[src/rtl/close_sched_pkg.sv]
// close_sched_pkg: FSM state encoding, default sizing constants and the interval clamp
// shared by the close request scheduler and its arbiter.
package close_sched_pkg;

  typedef enum logic [1:0] {IDLE, OFFER, WAIT} state_t;

  localparam int DEF_NUM_SESSIONS = 3;
  localparam int DEF_MIN_INTERVAL = 30;
  localparam int DEF_MAX_INTERVAL = 60;

  // Full-width unsigned clamp; callers zero-extend into 64 bits so no interval is truncated.
  function automatic logic [63:0] clamp_interval(input logic [63:0] iv,
                                                 input logic [63:0] lo,
                                                 input logic [63:0] hi);
    if (iv < lo) return lo;
    if (iv > hi) return hi;
    return iv;
  endfunction

endpackage

[src/rtl/close_sched_rr_arb.sv]
// close_sched_rr_arb: combinational round-robin pick of the first pending session at or
// after rr_ptr, wrapping at NUM_SESSIONS.
module close_sched_rr_arb
  import close_sched_pkg::*;
#(
  parameter int NUM_SESSIONS = DEF_NUM_SESSIONS,
  parameter int SID_W        = 3
) (
  input  logic [NUM_SESSIONS-1:0] pending,
  input  logic [SID_W-1:0]        rr_ptr,
  output logic                    grant_valid,
  output logic [SID_W-1:0]        grant_idx
);

  logic [2*NUM_SESSIONS-1:0] doubled;
  logic [NUM_SESSIONS-1:0]   rotated;
  int                        pick;

  // Rotating a doubled copy puts rr_ptr at bit 0, so the lowest set bit is the winner.
  always_comb begin
    doubled     = {pending, pending} >> rr_ptr;
    rotated     = doubled[NUM_SESSIONS-1:0];
    grant_valid = |pending;
    pick        = 0;
    for (int i = NUM_SESSIONS - 1; i >= 0; i--) begin
      if (rotated[i]) begin
        pick = int'(rr_ptr) + i;
        if (pick >= NUM_SESSIONS) pick = pick - NUM_SESSIONS;
      end
    end
    grant_idx = SID_W'(pick);
  end

endmodule

[src/rtl/close_request_scheduler.sv]
// close_request_scheduler: collects per-session close requests, clamps their intervals and
// issues them one at a time, round-robin, to the close timer. CLOSE_SCHED_STATS_EN adds counters.
module close_request_scheduler
  import close_sched_pkg::*;
#(
  parameter int NUM_SESSIONS = DEF_NUM_SESSIONS,
  parameter int SID_W        = 3,
  parameter int INTERVAL_W   = 32,
  parameter int MIN_INTERVAL = DEF_MIN_INTERVAL,
  parameter int MAX_INTERVAL = DEF_MAX_INTERVAL,
  parameter int WAIT_GUARD   = 5
) (
  input  logic                    clk,
  input  logic                    rst,
  input  logic                    req_valid,
  input  logic [SID_W-1:0]        req_sid,
  input  logic [INTERVAL_W-1:0]   req_interval,
  output logic                    req_ready,
  output logic                    out_valid,
  output logic [SID_W-1:0]        out_sid,
  output logic [INTERVAL_W-1:0]   out_interval,
  input  logic                    out_ready,
  input  logic [NUM_SESSIONS-1:0] closed_in,
  output logic [NUM_SESSIONS-1:0] pending_mask,
  output logic                    all_closed,
  output logic                    err_dup,
  output logic                    err_bad_sid,
`ifdef CLOSE_SCHED_STATS_EN
  output logic [15:0]             issued_cnt,
  output logic [15:0]             dropped_cnt,
`endif
  output logic                    err_timeout
);

  localparam logic [INTERVAL_W:0] GUARD_P1 = (INTERVAL_W + 1)'(WAIT_GUARD + 1);
  localparam logic [INTERVAL_W:0] CNT_ONE  = {{INTERVAL_W{1'b0}}, 1'b1};

  state_t                  state;
  logic [NUM_SESSIONS-1:0] pending, issued, closed;
  logic [INTERVAL_W-1:0]   interval_mem [NUM_SESSIONS];
  logic [SID_W-1:0]        rr_ptr;
  logic [INTERVAL_W:0]     wait_cnt;

  logic                    take, sid_ok, is_dup, accept, drop;
  logic                    handshake, close_hit, timeout;
  logic [NUM_SESSIONS-1:0] req_onehot, out_onehot;
  logic [INTERVAL_W-1:0]   clamped, grant_iv;
  logic [INTERVAL_W:0]     cnt_next, wait_limit;
  logic [SID_W-1:0]        next_ptr, grant_idx;
  logic                    grant_valid;

  assign req_ready    = ~rst;
  assign pending_mask = pending;

  // ---- request intake: range check, duplicate check, clamp ----
  assign take       = req_valid & req_ready;
  assign sid_ok     = int'(req_sid) < NUM_SESSIONS;
  assign req_onehot = NUM_SESSIONS'(1) << req_sid;
  assign is_dup     = |(req_onehot & (pending | issued | closed));
  assign accept     = take & sid_ok & ~is_dup;
  assign drop       = take & ~accept;
  assign clamped    = INTERVAL_W'(clamp_interval(64'(req_interval), 64'(MIN_INTERVAL),
                                                 64'(MAX_INTERVAL)));

  close_sched_rr_arb #(
    .NUM_SESSIONS (NUM_SESSIONS),
    .SID_W        (SID_W)
  ) u_arb (
    .pending     (pending),
    .rr_ptr      (rr_ptr),
    .grant_valid (grant_valid),
    .grant_idx   (grant_idx)
  );

  always_comb begin
    grant_iv = '0;
    for (int i = 0; i < NUM_SESSIONS; i++)
      if (grant_idx == SID_W'(i)) grant_iv = interval_mem[i];
  end

  // ---- issue / wait bookkeeping ----
  assign out_onehot = NUM_SESSIONS'(1) << out_sid;
  assign handshake  = (state == OFFER) & out_valid & out_ready;
  assign close_hit  = (state == WAIT) & |(out_onehot & closed_in);
  assign cnt_next   = (&wait_cnt) ? wait_cnt : wait_cnt + CNT_ONE;
  assign wait_limit = {1'b0, out_interval} + GUARD_P1;
  assign timeout    = (state == WAIT) & ~close_hit & (cnt_next >= wait_limit);
  assign next_ptr   = (int'(out_sid) >= NUM_SESSIONS - 1) ? '0 : SID_W'(int'(out_sid) + 1);

  always_ff @(posedge clk) begin
    for (int i = 0; i < NUM_SESSIONS; i++)
      if (accept && req_sid == SID_W'(i)) interval_mem[i] <= clamped;
  end

  // A session is never pending and issued at once, so set/clear masks never collide.
  always_ff @(posedge clk) begin
    if (rst) begin
      pending     <= '0;
      issued      <= '0;
      closed      <= '0;
      all_closed  <= 1'b0;
      err_dup     <= 1'b0;
      err_bad_sid <= 1'b0;
    end else begin
      pending     <= (pending & ~(handshake ? out_onehot : '0))
                   | (accept ? req_onehot : '0) | (timeout ? out_onehot : '0);
      issued      <= (issued | (handshake ? out_onehot : '0)) & ~(timeout ? out_onehot : '0);
      closed      <= closed | (close_hit ? out_onehot : '0);
      all_closed  <= &closed;
      err_dup     <= take & sid_ok & is_dup;
      err_bad_sid <= take & ~sid_ok;
    end
  end

  // ---- FSM: IDLE picks, OFFER holds until taken, WAIT for close or guard expiry ----
  always_ff @(posedge clk) begin
    if (rst) begin
      state        <= IDLE;
      out_valid    <= 1'b0;
      out_sid      <= '0;
      out_interval <= '0;
      rr_ptr       <= '0;
      wait_cnt     <= '0;
      err_timeout  <= 1'b0;
    end else begin
      err_timeout <= timeout;
      case (state)
        IDLE: begin
          if (grant_valid && !all_closed) begin
            out_sid      <= grant_idx;
            out_interval <= grant_iv;
            out_valid    <= 1'b1;
            state        <= OFFER;
          end
        end
        OFFER: begin
          if (out_ready) begin
            out_valid <= 1'b0;
            rr_ptr    <= next_ptr;
            wait_cnt  <= CNT_ONE;
            state     <= WAIT;
          end
        end
        WAIT: begin
          if (close_hit || timeout) state <= IDLE;
          else wait_cnt <= cnt_next;
        end
        default: state <= IDLE;
      endcase
    end
  end

`ifdef CLOSE_SCHED_STATS_EN
  always_ff @(posedge clk) begin
    if (rst) begin
      issued_cnt  <= '0;
      dropped_cnt <= '0;
    end else begin
      if (handshake && issued_cnt != 16'hFFFF) issued_cnt <= issued_cnt + 16'd1;
      if (drop && dropped_cnt != 16'hFFFF) dropped_cnt <= dropped_cnt + 16'd1;
    end
  end
`endif

endmodule

[config.mk]
export PLATFORM = sky130hd
export DESIGN_NAME = close_request_scheduler
export DESIGN_NICKNAME = d
export VERILOG_FILES = /design/src/rtl/close_sched_pkg.sv /design/src/rtl/close_sched_rr_arb.sv /design/src/rtl/close_request_scheduler.sv
export SDC_FILE = /design/constraint.sdc
export NUM_CORES = 1
export LEC_CHECK = 0
export BUFFER_PORTS_ARGS = -buffer_cell sky130_fd_sc_hd__buf_2
export CORE_ASPECT_RATIO = 1.4
export CORE_MARGIN = 1
export CORE_UTILIZATION = 45
export CTS_CLUSTER_SIZE = 8
export DETAILED_ROUTE_END_ITERATION = 7
export PLACE_DENSITY = 0.66
export SYNTH_ARGS = -nofsm -noshare
export SYNTH_HDL_FRONTEND = slang
export SYNTH_SLANG_ARGS = --single-unit
[constraint.sdc]
create_clock -name clk -period 5.5 [get_ports clk]
set_clock_uncertainty 0.05 [all_clocks]
set_input_delay 0.275 -clock clk [delete_from_list [all_inputs] [get_ports clk]]
set_output_delay 0.275 -clock clk [all_outputs]
set_load 0.05 [all_outputs]
==> out/metrics.csv <==
metric;value;unit
initial antenna violation count;0;
clk_lat worst skew;0.44;ns
Buf/Inv on CP;2;
Overall Global Routing Usage;21.75;%
Die Area;21530;sq um
Worst Max-Slew Pin Slew;0.8433;ns
H-tree depth;4;
Yosys warnings;0;
post-synthesis simple-gate area fraction;18.79;%
Layout fillers;1849;
first-pass GRT wire length;36.91;mm
# IOs;86;
post-synthesis adder-cell area fraction;6.374;%
Setup TNS Final;0;ns
Inserted Diodes;0;
gp weighted congestion;0.8670;
DIE WIDTH;124.3;um
synth top area cells;edfxtp_1 31%, dfxtp_1 18%, ha_1 6.4%, nand2_1 3.5%, nor3_1 2.9%;
register area share after synthesis;49.08;%
most common cell in the netlist;edfxtp_1;
Max Cap Violations;0;
#FFs+latches synth;183;
DP Cell Count;1328;
relative slew slack;43.78;%
Compound-Gate Fraction of Synth Area;16.03;%
Overflow after GRT;0;
final setup violation count;0;
Die Height;173.2;um
Pre-antenna DRT Iters;5;
setup bufs post-CTS;0;
net switching power;0.0006776;W
status;finished clean;
Initial Util;45.84;%
Int Power;0.002159;W
cts bufs inserted;17;
CP Class;flip-flop to flip-flop;
Post-synth top cells;96 x edfxtp_1, 88 x nand2_1, 87 x dfxtp_1;
IO buf count;85;
Cell Area, Synth;9423;sq um
DR iter-0 viols;483;
core area;20560;sq um
Post-DRT Antenna Nets;0;
top_reg_cell synth;edfxtp_1;
CTS max path bufs;2;
slowest CP cell;nor4_2;
Final Hold Viols;0;
CTS sink count;183;
largest family of logic cells by synthesized area;simple AND/OR/NAND/NOR gates;
TritonCTS clock tree;built;
Hold WC Path Type;input port to flip-flop;
Leak;4.340;nW
Post-synth ARST share;0;%
Root Driver;clkbuf_16;
Post-synth EDFFs;96;
largest net degree at the start of global routing;35;
Vias/cell;5.533;
DP Wirelength;16.01;mm
hold_buf cts;1;
crit path capture type;flip-flop;
via count;7530;
achievable clock frequency;201.5;MHz
Clock Pin Slew Worst Setup and Hold Paths;0.06;ns
Comb pwr share;6.6;%
Layout Area Growth over Synthesis;17.00;%
worst ir drop on vdd;206.1;uV
Slew Limit Fails;0;
Synth top area share;30.59;%
Req. time, crit path;5.77;ns
critical path peak fanout;8;
Final period util;90.21;%
crit path launch type;flip-flop;
Final Net Count;1182;
pwr dens;257.3;nW/um^2
# DRC;0;
sw frac;23.89;%
Sequential Power Share;51.8;%
Crit path largest cell delay;0.52;ns
vias in the first global route;7360;
Layout Cells excl Fill;1361;
minimum clock period;4.962;ns
row count;62;
post-synthesis xor/xnor area fraction;5.484;%
post-synthesis mux area share;1.554;%
clock share of power;41.6;%
Post-Syn Instances;934;
crit-path cells;inv_1 > ha_1 > and4b_1 > nand4_1 > nor2_1 > and2_1 > nor2b_1 > nand3_1 > xor2_1 > ha_1 > o21ai_0 > o21bai_1 > a21oi_1 > o21ai_0 > nor4_2 > nor2_1 > buf_4 > a221o_1;
Cell variety after synth;72;
crit-path leading delay family;simple AND/OR/NAND/NOR gates;
share of cells above drive strength 1;14.12;%
CP arrival;5.23;ns
post-cts resize count;0;
Routed WL per cell;16.81;um
RSZ-0062 raised after global routing;no;
Routed WL;22.87;mm
Mapped Avg Cell Area;10.09;sq um
dominant cell type by area after synthesis;edfxtp_1;
total power;0.002836;W
[cells in the final DEF (no fill, tap or decap), types with 19 or more instances in the layout]
cell type / count
edfxtp_1: 96
nand2_1: 88
dfxtp_1: 87
buf_2: 85
conb_1: 78
nor2_1: 55
nor3_1: 54
o21ai_0: 48
ha_1: 48
a21boi_0: 34
a21oi_1: 33
o31ai_1: 33
xnor2_1: 30
xor2_1: 29
nand3_1: 27
nand4_1: 26
a31oi_1: 20
nand2b_1: 19
clkbuf_16: 19
[per-stage QoR]
step | worst slack, ns | cell area, sq um | util [%] | hold slack, ns
after floorplan | 0.5695 | 9712 | - | 0.3043
after global placement | 0.6416 | 10440 | 50.77 | 0.4253
after detailed placement | 0.5599 | 10440 | 50.77 | 0.4322
after CTS | 0.5416 | 11020 | 53.63 | 0.04565
after global routing | 0.1380 | 11020 | 53.63 | 0.06744
final | 0.5383 | 11020 | 53.63 | 0.06233
[cell type report]
type | instances | area, sq um | area share [%]
multi-input cells | 769 | 4872 | 44.19
clock inverters | 11 | 83.83 | 0.7604
flip-flops and latches | 183 | 4624 | 41.95
repair buffers | 103 | 563.0 | 5.107
well taps | 256 | 320.3 | 2.905
inverters | 18 | 67.56 | 0.6129
clock buffers | 21 | 493.0 | 4.472
[routing by layer]
metal / global-route usage (%) / part of all wire [%] / vias to the layer above
met3: 3.302 / 3.3 / 45
met4: 10.74 / 3.1 / 0
met2: 40.12 / 52 / 170
li1: - / - / 3731
met5: 0 / 0 / -
met1: 24.04 / 41 / 3584
[path summary, 6_finish.rpt]
kind | slack [ns] | from | cells after the start | endpoint
setup reg to reg | 0.54 | out_interval[1] | 18 | wait_cnt[21]
setup / recovery | 0.54 | out_interval[1] | 18 | wait_cnt[21]
hold / removal | 0.06 | req_valid | 2 | err_bad_sid
hold reg to reg | 0.45 | wait_cnt[9] | 1 | wait_cnt[9]
[power by group through the flow]
stage | combinational (W) | clock, W | sequential [W]
floorplan | 0.0000944 | 0 | 0.00152
global placement | 0.000184 | 0 | 0.00150
detailed placement | 0.000186 | 0 | 0.00150
CTS | 0.000187 | 0.00121 | 0.00147
global route | 0.000206 | 0.00126 | 0.00147
finish | 0.000188 | 0.00118 | 0.00147
[kinds of logic after synthesis]
family	Yosys count
adder cells (fa/ha/maj)	48
AO/OA/AOI/OAI	225
buffers and inverters	59
XOR/XNOR	59
flip-flops	183
multiplexers	14
AND/OR/NAND/NOR	345
other	1
[registers in the layout, indices dropped and copies added, names as in the netlist]
name	flops
all_closed	1
closed	3
err_bad_sid	1
err_dup	1
err_timeout	1
interval_mem	96
issued	3
out_interval	32
out_sid	3
out_valid	1
pending_mask	3
rr_ptr	3
state	2
wait_cnt	33
Power figures use the tool's default switching activity.
